===== config.mk =====
export PLATFORM = sky130hd
export DESIGN_NAME = uart_tx_arb
export DESIGN_NICKNAME = d
export VERILOG_FILES = /design/src/rtl/uart_tx_arb.sv
export SDC_FILE = /design/constraint.sdc
export NUM_CORES = 1
export LEC_CHECK = 0
export ABC_CLOCK_PERIOD_IN_PS = 5950
export CAP_MARGIN = 20
export CORE_MARGIN = 3
export CORE_UTILIZATION = 30
export CTS_BUF_LIST = sky130_fd_sc_hd__clkbuf_4 sky130_fd_sc_hd__clkbuf_8 sky130_fd_sc_hd__clkbuf_16
export DETAILED_ROUTE_END_ITERATION = 6
export PLACE_DENSITY = 0.55
export SETUP_SLACK_MARGIN = 0.2
export SYNTH_ARGS = -nofsm -noshare
export SYNTH_HDL_FRONTEND = slang
export SYNTH_SLANG_ARGS = --single-unit

===== constraint.sdc =====
create_clock -name i_clk -period 5.95 [get_ports i_clk]
set_clock_uncertainty 0.2 [all_clocks]
set_input_delay 0.595 -clock i_clk [delete_from_list [all_inputs] [get_ports i_clk]]
set_output_delay 0.595 -clock i_clk [all_outputs]
set_load 0.1 [all_outputs]

===== src/rtl/uart_tx_arb.sv =====
// Round-robin arbiter sharing one uart_tx between four byte requesters.
// Outputs are registered; tx_start/req_ready assert the cycle after START.
//
// state | meaning
// IDLE  | no transfer; sample req_valid, pick winner, latch byte
// START | one cycle; next edge raises tx_start and req_ready[grant]
// WAIT  | transmitter busy; wait for tx_done or timeout
// GAP   | enforced idle spacing before next arbitration

module uart_tx_arb #(
   parameter int GAP_CYCLES     = 2,
   parameter int TIMEOUT_CYCLES = 100000
) (
   input  logic        i_clk,
   input  logic        i_reset,
   input  logic [3:0]  i_req_valid,
   input  logic [31:0] i_req_data,
   output logic [3:0]  o_req_ready,
   output logic        o_tx_start,
   output logic [7:0]  o_tx_data,
   input  logic        i_tx_done,
   output logic        o_busy,
   output logic [1:0]  o_grant_id,
   output logic        o_timeout_err
);

   typedef enum logic [1:0] {
      S_IDLE  = 2'd0,
      S_START = 2'd1,
      S_WAIT  = 2'd2,
      S_GAP   = 2'd3
   } state_t;

   localparam logic [23:0] TO_LAST  = 24'(TIMEOUT_CYCLES - 1);
   localparam logic [7:0]  GAP_LAST = 8'(GAP_CYCLES - 1);

   state_t      r_state;
   logic [1:0]  r_ptr;
   logic [23:0] r_wait_cnt;
   logic [7:0]  r_gap_cnt;
   logic [3:0]  r_req_ready;
   logic        r_tx_start;
   logic [7:0]  r_tx_data;
   logic        r_busy;
   logic [1:0]  r_grant_id;
   logic        r_timeout_err;

   logic [1:0]  w_winner;
   logic [1:0]  w_idx;
   logic        w_any;
   logic [7:0]  w_win_data;

   // Scan from ptr+3 down to ptr so the requester closest to ptr wins.
   always_comb begin
      w_winner = r_ptr;
      w_idx    = 2'd0;
      for (int k = 3; k >= 0; k--) begin
         w_idx = r_ptr + 2'(k);
         if (i_req_valid[w_idx]) w_winner = w_idx;
      end
   end

   assign w_any      = |i_req_valid;
   assign w_win_data = i_req_data[{w_winner, 3'b000} +: 8];

   always_ff @(posedge i_clk or posedge i_reset) begin
      if (i_reset) begin
         r_state       <= S_IDLE;
         r_ptr         <= 2'd0;
         r_wait_cnt    <= 24'd0;
         r_gap_cnt     <= 8'd0;
         r_req_ready   <= 4'd0;
         r_tx_start    <= 1'b0;
         r_tx_data     <= 8'd0;
         r_busy        <= 1'b0;
         r_grant_id    <= 2'd0;
         r_timeout_err <= 1'b0;
      end else begin
         r_tx_start    <= 1'b0;
         r_req_ready   <= 4'd0;
         r_timeout_err <= 1'b0;
         case (r_state)
            S_IDLE: begin
               if (w_any) begin
                  r_state    <= S_START;
                  r_grant_id <= w_winner;
                  r_tx_data  <= w_win_data;
                  r_ptr      <= w_winner + 2'd1;
                  r_busy     <= 1'b1;
               end
            end
            S_START: begin
               r_tx_start              <= 1'b1;
               r_req_ready[r_grant_id] <= 1'b1;
               r_wait_cnt              <= 24'd0;
               r_state                 <= S_WAIT;
            end
            S_WAIT: begin
               if (i_tx_done) begin
                  r_state   <= S_GAP;
                  r_gap_cnt <= GAP_LAST;
               end else if (r_wait_cnt == TO_LAST) begin
                  // Byte is dropped, not retried; requester already got its accept.
                  r_timeout_err <= 1'b1;
                  r_state       <= S_GAP;
                  r_gap_cnt     <= GAP_LAST;
               end else begin
                  r_wait_cnt <= r_wait_cnt + 24'd1;
               end
            end
            S_GAP: begin
               if (r_gap_cnt == 8'd0) begin
                  r_state <= S_IDLE;
                  r_busy  <= 1'b0;
               end else begin
                  r_gap_cnt <= r_gap_cnt - 8'd1;
               end
            end
            default: begin
               r_state <= S_IDLE;
               r_busy  <= 1'b0;
            end
         endcase
      end
   end

   assign o_req_ready   = r_req_ready;
   assign o_tx_start    = r_tx_start;
   assign o_tx_data     = r_tx_data;
   assign o_busy        = r_busy;
   assign o_grant_id    = r_grant_id;
   assign o_timeout_err = r_timeout_err;

endmodule


==> reports/qor.csv <==
metric,value,unit
outcome,"complete, no violations",
final core occ,0.391,
die height,108,um
CP Cell Sequence,inv_1 -> ha_1 -> nand2b_1 -> a21oi_1 -> a21bo_2 -> or4_1 -> a21oi_1,
endpoint type of the worst setup path,flop,
Syn Area/Cell,9.69,um2
Cell Int Power,882,uW
Post-synth EDFFs,0,
Final Net Count,419,
YS warnings,0,
root cell of the clock tree,clkbuf_8,
Setup Crit Path Kind,reg2reg,
drt initial violations,97,
die footprint,11700,um2
largest area contributor in the netlist,dfrtp_1,
Std-Cell Rows,36,
Seq cells post-synth,53,
Pwr Density,449,nW/um2
DP Cell Count,498,
Net Sw Frac,0.495,
via count of the first global-routing pass,2594,
# DRC,0,
CP bufs+invs,1,
Critical Path Max Stage Delay,0.52,ns
LEAKAGE,0.00151,uW
via count,2595,
Worst-Skew Late Latency,0.31,ns
initial antenna violation count,0,
peak supply drop,0.245,mV
Layout area overhead,24.7,%
Clock power frac,0.150,
sequential fraction of the synthesis area,0.425,
Synth top area share,0.425,
CTS H-Tree Depth,2,
core box area,9950,um2
Psw,865,uW
Yosys cell types,56,
Final Cycle Share,0.466,
Clock Path Buffers,2,
GRT Total Usage,0.128,
Critical Path Slowest Stage Cell,or4_1,
First-pass DRT Iterations,4,
fraction of final layout cells sized beyond drive strength 1,0.0965,
Logic pwr share,0.545,
Detail Route Antenna Nets,0,
clk sinks,53,
cts bufs inserted,5,
WP data required,5.99,ns
DP Wirelength,5110,um
"CP delay by family, top",simple AND/OR/NAND/NOR gates,
"top cells by area, synth","dfrtp_1 43%, a21oi_1 4.2%, mux2i_1 3.9%",
CTS tree,built,
RSZ-0062 raised after global routing,no,
WL final,7130,um
via/cell ratio,5.13,
cts repair resizes,0,
"Setup violations, final",0,
post-CTS repair timing setup buffer count,0,
ANT cells,0,
Clock Pin Slew Worst Setup and Hold Paths,0.10,ns
port bufs,55,
Critical Path Source Type,flop,
top-count cell post-synth,dfrtp_1,
CP dominant cell by count,a21oi_1,
commonest cells in the netlist,"53 x dfrtp_1, 26 x a21oi_1, 21 x nand2_1, 21 x nor2_1",
Chip Width,108,um
first-pass GRT wire length,12200,um
GPL Wtd Cong,0.800,
synthesized instance count,322,
Finished Layout Cells,506,
worst hold slack,0.308,ns
Max-slew headroom,0.330,
wire length per cell,14.1,um
total global routing overflow,0,
Fin. Hold Viols,0,
Max Clock Freq,361,MHz
I/O pins,56,
CP Max Fanout,16,
syn nets,369,
initial core utilization,0.313,
Slew @ Worst Pin,1.00,ns
largest net degree at the start of global routing,54,
mapped cell area,3120,um2
post-layout minimum cycle time,2.77,ns
Synth async-reset ratio,1.00,
Most used DFF post-synth,dfrtp_1,
Slew Limit Fails,0,
post-cts hold buffer count,0,
CP arrival,2.81,ns
total negative slack,0,ns
Hold Path Class,reg2reg,
PnR Total Power,1750,uW
Max-cap violations,0,
Seq pwr share,0.305,
[flip-flops by register name, indices dropped and copies added (netlist names)]
signal,flops
o_grant_id,2
r_gap_cnt,8
o_tx_data,8
o_req_ready,4
r_wait_cnt,24
r_ptr,2
r_state,2
o_busy,1
o_timeout_err,1
o_tx_start,1
[final timing paths]
path,startpoint,to,slack (ns),cells after the start
worst max-delay path,r_state[0],r_wait_cnt[19],3.18,7
worst min-delay path,r_wait_cnt[3],r_wait_cnt[3],0.31,1
worst max register to register,r_state[0],r_wait_cnt[19],3.18,7
worst min register to register,r_wait_cnt[3],r_wait_cnt[3],0.31,1
max in group asynchronous,i_reset,r_wait_cnt[5],4.51,3
min in group asynchronous,i_reset,o_req_ready[0],0.58,3
[layer usage]
| metal | global-route usage | routed length [um] |
|---|---|---|
| met2 | 0.210 | 3260 |
| met5 | 0 | 0 |
| met1 | 0.171 | 3420 |
| met4 | 0.0271 | 78 |
| met3 | 0.0322 | 373 |
[worst reg2reg max path, stage by stage, from the launching register on]
cell,delay (ns)
dfrtp_1,0.39
inv_1,0.10
ha_1,0.30
nand2b_1,0.43
a21oi_1,0.27
a21bo_2,0.35
or4_1,0.52
a21oi_1,0.14
[stage by stage]
| step | instance area, um2 | setup slack [ns] |
|---|---|---|
| after detailed placement | 3770 | 3.02 |
| after global placement | 3770 | 3.11 |
| after CTS | 3890 | 3.16 |
| after floorplan | 3120 | 3.69 |
| after global routing | 3890 | 2.97 |
| final | 3890 | 3.18 |
[kinds of logic (layout without fill, tap and decap cells)]
logic type / count (synthesis) / after routing / synth area share
AND/OR/NAND/NOR: 126 / 126 / 0.244
XOR/XNOR: 2 / 2 / 0.00562
buffers and inverters: 25 / 76 / 0.0433
AO/OA/AOI/OAI: 93 / 93 / 0.200
adder cells (fa/ha/maj): 8 / 8 / 0.0321
multiplexers: 15 / 15 / 0.0493
flip-flops: 53 / 53 / 0.425
[layout make-up]
cell class / instances / area (um2)
inverters: 9 / 33.8
multi-input cells: 244 / 1660
repair buffers: 59 / 581
clock buffers: 6 / 82.6
clock inverters: 2 / 37.5
well taps: 133 / 166
flip-flops and latches: 53 / 1330
fillers: 985 / 6060
[cells in the final DEF, fill, tap and decap left out, types with 5 or more instances in the layout]
master           instances
a211oi_1                16
a21oi_1                 26
clkbuf_8                 6
clkdlybuf4s50_1         55
dfrtp_1                 53
ha_1                     8
inv_1                    8
mux2i_1                 12
nand2_1                 21
nand2b_1                 5
nand3_1                 10
nand4_1                  9
nor2_1                  21
nor2b_1                  7
nor3_1                   6
o21ai_0                 16
o31a_1                   9
o31ai_1                  6
or3_1                   15
or4_1                    6
[power by group through the flow]
stage | clock network (uW) | registers, uW | logic (uW)
3_3_place_gp | 0 | 538 | 953
3_5_place_dp | 0 | 538 | 961
5_1_grt | 286 | 549 | 1040
6_report | 262 | 532 | 953
2_1_floorplan | 0 | 861 | 404
4_1_cts | 274 | 532 | 962
Note: power is estimated with default switching activity, not from simulation.
